File: src/rtl/axi4s_video_framer.sv
// ---------------------------------------------------------------------------
// axi4s_video_framer
//
// Sits behind the quad-to-single pixel FIFO and turns its flat one-pixel-per-
// beat AXI4-Stream into an AXI4-Stream video stream.
//   * tuser marks the first pixel of a frame (start of frame).
//   * tlast marks the last pixel of every line (end of line).
// The frame geometry is captured once, at frame start, into width/height
// registers, and per-frame X/Y counters tag each accepted pixel. A two-entry
// skid buffer lets s_axis_tready come straight from a flop while still
// sustaining one pixel per clock.
//
// Ports
//   clk            in   1           clock, rising edge
//   rst_n          in   1           synchronous, active-low reset
//   enable         in   1           allow a new frame to start
//   cfg_width      in   XW          pixels per line, sampled at frame start
//   cfg_height     in   YW          lines per frame, sampled at frame start
//   s_axis_tdata   in   DATA_WIDTH  pixel from the upstream FIFO
//   s_axis_tvalid  in   1           upstream valid
//   s_axis_tready  out  1           framer ready (registered)
//   m_axis_tdata   out  DATA_WIDTH  framed pixel
//   m_axis_tvalid  out  1           output valid
//   m_axis_tready  in   1           sink ready
//   m_axis_tuser   out  1           start of frame, pixel (0,0) only
//   m_axis_tlast   out  1           end of line, pixel x == width-1
//   busy           out  1           a frame is in progress (RUN or DRAIN)
//   frame_done     out  1           one-cycle pulse after a frame's last pixel leaves
//   cfg_err        out  1           one-cycle pulse per rejected frame-start attempt
//   frame_cnt      out  16          completed frames, wraps 16'hFFFF -> 0
// ---------------------------------------------------------------------------
module axi4s_video_framer #(
  parameter int DATA_WIDTH = 24,
  parameter int MAX_WIDTH  = 4096,
  parameter int MAX_HEIGHT = 4096,
  parameter int XW         = $clog2(MAX_WIDTH + 1),
  parameter int YW         = $clog2(MAX_HEIGHT + 1)
) (
  input  logic                  clk,
  input  logic                  rst_n,
  input  logic                  enable,
  input  logic [XW-1:0]         cfg_width,
  input  logic [YW-1:0]         cfg_height,
  input  logic [DATA_WIDTH-1:0] s_axis_tdata,
  input  logic                  s_axis_tvalid,
  output logic                  s_axis_tready,
  output logic [DATA_WIDTH-1:0] m_axis_tdata,
  output logic                  m_axis_tvalid,
  input  logic                  m_axis_tready,
  output logic                  m_axis_tuser,
  output logic                  m_axis_tlast,
  output logic                  busy,
  output logic                  frame_done,
  output logic                  cfg_err,
  output logic [15:0]           frame_cnt
);

  // A skid entry carries the pixel together with its two framing tags.
  localparam int EW = DATA_WIDTH + 2;
  localparam logic [XW-1:0] W_MAX = XW'(MAX_WIDTH);
  localparam logic [YW-1:0] H_MAX = YW'(MAX_HEIGHT);

  typedef enum logic [1:0] {
    IDLE  = 2'd0,
    RUN   = 2'd1,
    DRAIN = 2'd2
  } state_t;

  state_t          state;
  state_t          state_next;

  logic [EW-1:0]   entry0;
  logic [EW-1:0]   entry1;
  logic [EW-1:0]   in_entry;
  logic [1:0]      count;
  logic [1:0]      count_next;
  logic            push;
  logic            pop;
  logic            wr_hi;
  logic            cfg_ok;
  logic            frame_start;
  logic            frame_end;

  logic [XW-1:0]   w_lat;
  logic [XW-1:0]   w_last;
  logic [XW-1:0]   x;
  logic [YW-1:0]   h_lat;
  logic [YW-1:0]   h_last;
  logic [YW-1:0]   y;
  logic            tag_user;
  logic            tag_last;
  logic [15:0]     frame_count;

  // Handshakes. s_axis_tready is only ever high in RUN, so a push always
  // belongs to the frame currently being counted.
  assign push = s_axis_tvalid & s_axis_tready;
  assign pop  = m_axis_tvalid & m_axis_tready;

  // entry0 is the head of the skid buffer and drives the output directly.
  assign m_axis_tvalid = (count != 2'd0);
  assign {m_axis_tlast, m_axis_tuser, m_axis_tdata} = entry0;

  assign busy      = (state != IDLE);
  assign frame_cnt = frame_count;

  assign cfg_ok = (cfg_width != '0) && (cfg_width <= W_MAX) &&
                  (cfg_height != '0) && (cfg_height <= H_MAX);
  assign frame_start = (state == IDLE) && enable && cfg_ok;

  assign w_last   = w_lat - XW'(1);
  assign h_last   = h_lat - YW'(1);
  assign tag_user = (x == '0) && (y == '0);
  assign tag_last = (x == w_last);
  assign in_entry = {tag_last, tag_user, s_axis_tdata};

  // In DRAIN nothing is pushed, so the frame's last pixel is the only one
  // left once the buffer holds a single entry; its pop ends the frame.
  assign frame_end = (state == DRAIN) && pop && (count == 2'd1);

  // A push lands in the slot behind whatever remains after this cycle's pop.
  assign wr_hi = (count == 2'd2) || ((count == 2'd1) && !pop);

  // Skid occupancy after this cycle's push and pop.
  always_comb begin
    count_next = count;
    if (push && !pop) begin
      count_next = count + 2'd1;
    end else if (pop && !push) begin
      count_next = count - 2'd1;
    end
  end

  // Frame sequencing: wait for a legal start, count pixels in, then wait for
  // the last tagged pixel to leave before allowing the next frame.
  always_comb begin
    state_next = state;
    case (state)
      IDLE: begin
        if (frame_start) begin
          state_next = RUN;
        end
      end
      RUN: begin
        if (push && tag_last && (y == h_last)) begin
          state_next = DRAIN;
        end
      end
      DRAIN: begin
        if (frame_end) begin
          state_next = IDLE;
        end
      end
      default: begin
        state_next = IDLE;
      end
    endcase
  end

  // State register plus the registered status outputs. s_axis_tready is
  // computed one cycle ahead from the next state and next occupancy, so the
  // upstream never sees a combinational path back from m_axis_tready.
  always_ff @(posedge clk) begin
    if (!rst_n) begin
      state         <= IDLE;
      s_axis_tready <= 1'b0;
      frame_done    <= 1'b0;
      cfg_err       <= 1'b0;
      frame_count   <= 16'd0;
    end else begin
      state         <= state_next;
      s_axis_tready <= (state_next == RUN) && (count_next != 2'd2);
      frame_done    <= frame_end;
      cfg_err       <= (state == IDLE) && enable && !cfg_ok;
      if (frame_end) begin
        frame_count <= frame_count + 16'd1;
      end
    end
  end

  // Two-entry skid buffer. On a pop with both entries full the second entry
  // moves to the head; a simultaneous push then refills the second slot.
  always_ff @(posedge clk) begin
    if (!rst_n) begin
      count  <= 2'd0;
      entry0 <= '0;
      entry1 <= '0;
    end else begin
      count <= count_next;
      if (pop && (count == 2'd2)) begin
        entry0 <= entry1;
      end
      if (push) begin
        if (wr_hi) begin
          entry1 <= in_entry;
        end else begin
          entry0 <= in_entry;
        end
      end
    end
  end

  // Geometry latch and pixel position counters. Width and height are only
  // captured at frame start, so cfg_* may change freely mid-frame.
  always_ff @(posedge clk) begin
    if (!rst_n) begin
      w_lat <= '0;
      h_lat <= '0;
      x     <= '0;
      y     <= '0;
    end else if (frame_start) begin
      w_lat <= cfg_width;
      h_lat <= cfg_height;
      x     <= '0;
      y     <= '0;
    end else if (push) begin
      if (tag_last) begin
        x <= '0;
        y <= (y == h_last) ? '0 : y + YW'(1);
      end else begin
        x <= x + XW'(1);
      end
    end
  end

endmodule

File: config.mk
export PLATFORM = sky130hd
export DESIGN_NAME = axi4s_video_framer
export DESIGN_NICKNAME = d
export VERILOG_FILES = /design/src/rtl/axi4s_video_framer.sv
export SDC_FILE = /design/constraint.sdc
export NUM_CORES = 1
export LEC_CHECK = 0
export ABC_AREA = 1
export BUFFER_PORTS_ARGS = -buffer_cell sky130_fd_sc_hd__buf_2
export CORE_MARGIN = 3
export CORE_UTILIZATION = 54
export CTS_BUF_LIST = sky130_fd_sc_hd__clkbuf_8
export CTS_CLUSTER_DIAMETER = 100
export DETAILED_ROUTE_END_ITERATION = 12
export GPL_TIMING_DRIVEN = 1
export PLACE_DENSITY_LB_ADDON = 0.3
export SLEW_MARGIN = 20
export SYNTH_ARGS = -nofsm -noshare
export SYNTH_HDL_FRONTEND = slang
export SYNTH_SLANG_ARGS = --single-unit
File: constraint.sdc
create_clock -name clk -period 2.24 [get_ports clk]
set_clock_uncertainty 0.2 [all_clocks]
set_input_delay 0.336 -clock clk [delete_from_list [all_inputs] [get_ports clk]]
set_output_delay 0.336 -clock clk [all_outputs]
set_load 0.1 [all_outputs]
==> results.py <==
metrics = {
    "synth": {
        "synth_top_cell_area_share_pct": 37.0,
        "synth-edff-count": 0,
        "post_synth_instance_area_sq_um": 6880,
        "synthArstFlopShare_pct": 0,
        "synth_seq_cells": 127,
        "synth_nets": 1070,
        "avgSynthCellArea_sq_um": 6.84,
        "synth_sequential_area_ratio_pct": 37.0,
        "synth_flop_cell": "dfxtp_1",
        "syn_inst": 1005,
        "yosys.area.top_type": "dfxtp_1",
        "yosys_warnings": 0,
        "yosys-top-cells-area": "dfxtp_1 37%, nand2_1 11%, nor2_1 8.8%",
        "post_synth_num_cell_types": 43,
    },
    "critical_path": {
        "worst-r2r-cell-count": 13,
        "crit_required_ns": 2.41,
        "worst_ep_arrival_time_ns": 2.35,
        "r2r_end": "y[8]",
        "critical_path_class": "reg2reg",
        "worstReg2RegStart": "w_lat[1]",
        "end_kind": "flip-flop",
        "crit_end": "y[8]",
        "flop2flop_setup_slack_ns": 0.06,
        "crit_start": "w_lat[1]",
        "critical_path_peak_fanout": 8,
        "critical_path.startpoint_type": "flip-flop",
    },
    "place": {
        "port-buffer-count": 101,
        "finalWeightedCongestion": 0.915,
        "dp_hpwl_microns": 12600,
        "place_ws_ns": -0.0441,
    },
    "global_routing": {
        "grt.overflow.total": 0,
        "first_global_vias": 6724,
        "grt_antenna_before_repair": 0,
        "grt_max_degree": 57,
        "wire_length_of_the_first_global_routing_pass_microns": 31100,
        "global_route.usage.total_pct": 26.5,
    },
    "pwr": {
        "power-per-cell-area_nw_per_um2": 726,
        "irDropWorstVdd_mv": 0.606,
        "static-leakage-power_nw": 3.91,
        "finalPower_w": 0.00656,
    },
    "die": {
        "die-height_microns": 119,
        "starting_density_of_the_core_pct": 56.3,
        "std_cell_rows": 40,
        "io_pins": 102,
        "placeableCoreArea_sq_um": 12200,
        "dieArea_sq_um": 14100,
        "fp.dieW_microns": 119,
    },
    "detailed_routing": {
        "dr_total_vias": 7271,
        "route.layer.met1.wl_microns": 8130,
        "wire_per_inst_microns": 14.4,
        "wl_met3_microns": 1240,
        "detailed_route_wire_length_microns": 19500,
        "ant_nets": 0,
        "topRoutingLayerUsed": "met4",
        "number_of_remaining_drc_errors": 0,
        "routed-wl-met2_microns": 9690,
        "detail_route.vias_per_cell": 5.35,
        "drt_first_pass_iters": 5,
        "detail_route.iter0.violations": 505,
    },
    "clock_network": {
        "clkTransAtPathRegs_ns": 0.07,
        "clock_insertion_delay_worst_skew_ns": 0.44,
        "clockRootBuffer": "clkbuf_8",
        "cts_tree": "done",
        "tritoncts.num_buffers": 17,
        "cts_htree_levels": 4,
        "clk_path_buf_depth": 2,
        "clkSinkCount": 127,
    },
    "sta": {
        "final_report_hold_violation_count": 0,
        "clock.fmax_mhz": 459,
        "slew_violations": 0,
        "setup_viol": 0,
        "timing.hold.ws_ns": 0.00649,
        "worst_slack_ns": 0.0617,
        "tightestPinTransition_ns": 0.514,
        "period_minus_slack_ns": 2.18,
        "grt_setup_unrepaired": "true",
        "maxSlewHeadroom_pct": 66.0,
        "layout_worst_path_cycle_share_pct": 97.2,
    },
    "finish": {
        "utilization_pct": 74.0,
        "final_net_count": 1242,
        "layout-area-overhead-vs-synth_pct": 31.5,
        "n_antenna_cell": 0,
        "fill_cells": 926,
        "layout-drive-gt1-share_pct": 26.1,
    },
    "status": {
        "run_status": "finished clean",
    },
    "hold_path": {
        "hp-class": "in2reg",
    },
    "run": {
        "max_cap_violations": 0,
    },
}
[report_power, final]
group | internal [W] | switching (W) | leakage, nW | total (W)
logic | 0.000566 | 0.00129 | 2.65 | 0.00185
clock network | 0.00131 | 0.000956 | 0.223 | 0.00226
registers | 0.00237 | 0.0000744 | 1.03 | 0.00245
[flip-flops by register name (all words and copies together), names as in the netlist]
signal         cells
frame_done         1
x                 13
count              2
state              2
y                 13
entry1            26
frame_cnt         16
entry0            26
w_lat             13
cfg_err            1
h_lat             13
s_axis_tready      1
[layout make-up]
class	instances	area, sq um	share of cell area, %
clock buffer	20	275	3.04
clock inverter	12	181	2.01
inverter	97	369	4.08
multi-input combinational	741	4070	45.0
sequential	127	2560	28.3
tap	168	210	2.32
timing repair buffer	193	1380	15.3
[cell usage after synthesis, types with 2 or more instances]
| cell type | instances |
|---|---|
| a21oi_2 | 10 |
| nand3_1 | 65 |
| o21ai_0 | 85 |
| dfxtp_1 | 127 |
| nor3b_1 | 4 |
| nand3_2 | 5 |
| a21oi_1 | 47 |
| o21bai_1 | 2 |
| clkbuf_1 | 33 |
| a31oi_1 | 17 |
| buf_2 | 3 |
| nor3_1 | 20 |
| nor2_1 | 162 |
| ha_1 | 10 |
| inv_1 | 84 |
| nor4_1 | 6 |
| buf_4 | 3 |
| inv_2 | 12 |
| nand2_1 | 201 |
| a311oi_1 | 7 |
| xnor2_1 | 12 |
| nor2_4 | 3 |
| o21ai_1 | 2 |
| nand3b_1 | 2 |
| o21a_1 | 3 |
| nand4_1 | 7 |
| xor2_2 | 2 |
| nand2_2 | 17 |
| nor2_2 | 8 |
| xor2_1 | 30 |
| nor3_2 | 3 |
| nor3b_2 | 2 |
[per-layer routing]
| metal | GRT usage (%) | vias to the layer above |
|---|---|---|
| met5 | 0 | - |
| met4 | 8.76 | 0 |
| met3 | 6.74 | 45 |
| met2 | 44.8 | 251 |
| met1 | 33.0 | 3372 |
| li1 | - | 3603 |
[cell usage in the layout, fill, tap and decap left out, types with 11 or more instances in the layout]
master	instances
buf_2	101
nand2_2	27
nor3_1	16
a21oi_2	11
dfxtp_2	15
inv_1	82
inv_2	13
nand2_1	189
xnor2_1	12
dlygate4sd3_1	45
nor2_2	18
a21oi_1	46
buf_4	40
dfxtp_1	112
nor2_1	145
clkbuf_8	20
xor2_1	28
o21ai_0	79
a31oi_1	17
nand3_1	60
[worst max-delay path, stage by stage (launching register included)]
cell     delay (ns)
dfxtp_2        0.33
buf_4          0.13
nor2_4         0.09
nand2_2        0.08
nor2_4         0.19
nand2_2        0.13
nand3_2        0.15
nand2_4        0.07
nor2_4         0.10
nand4_4        0.11
nor3_4         0.16
buf_6          0.17
nand2_2        0.06
a21oi_2        0.13
[cells by family (layout without fill, tap and decap cells)]
logic type      after synthesis  after routing  share of synthesized area (%)
buf+inv                     138            322                           7.86
simple gates                511            512                           33.3
flops                       127            127                           37.0
compound gates              175            175                           14.2
fa+ha+maj                    10             10                           1.82
xor+xnor                     44             44                           5.82
[what timing repair did]
action,CTS,global route
hold endpoints to repair,52,0
gates cloned,0,1
setup buffers,0,8
resized for setup,6,80
hold buffers,45,0
endpoints found under the setup margin,26,60
pin swaps,1,9
[through the flow]
stage	instances	cell area (sq um)	TNS, ns
global placement	1272	7780	-0.0233
detailed placement	1272	7780	-0.622
global route	1358	9040	-1.44
CTS	1349	8710	0
finish	1358	9040	0
floorplan	1005	6890	-0.212
[worst min-delay path by stage]
stage               slack (ns)  cells after the start            end          start
floorplan                 0.25                      2       h_lat[6]       h_lat[6]
global route              0.02                      3      w_lat[10]  cfg_width[10]
detailed placement        0.26                      2      w_lat[12]      w_lat[12]
finish                   0.006                      3      w_lat[10]  cfg_width[10]
CTS                    0.00006                      3      w_lat[10]  cfg_width[10]
global placement          0.26                      2  frame_cnt[12]  frame_cnt[12]
(Power assumes the default switching activity.)
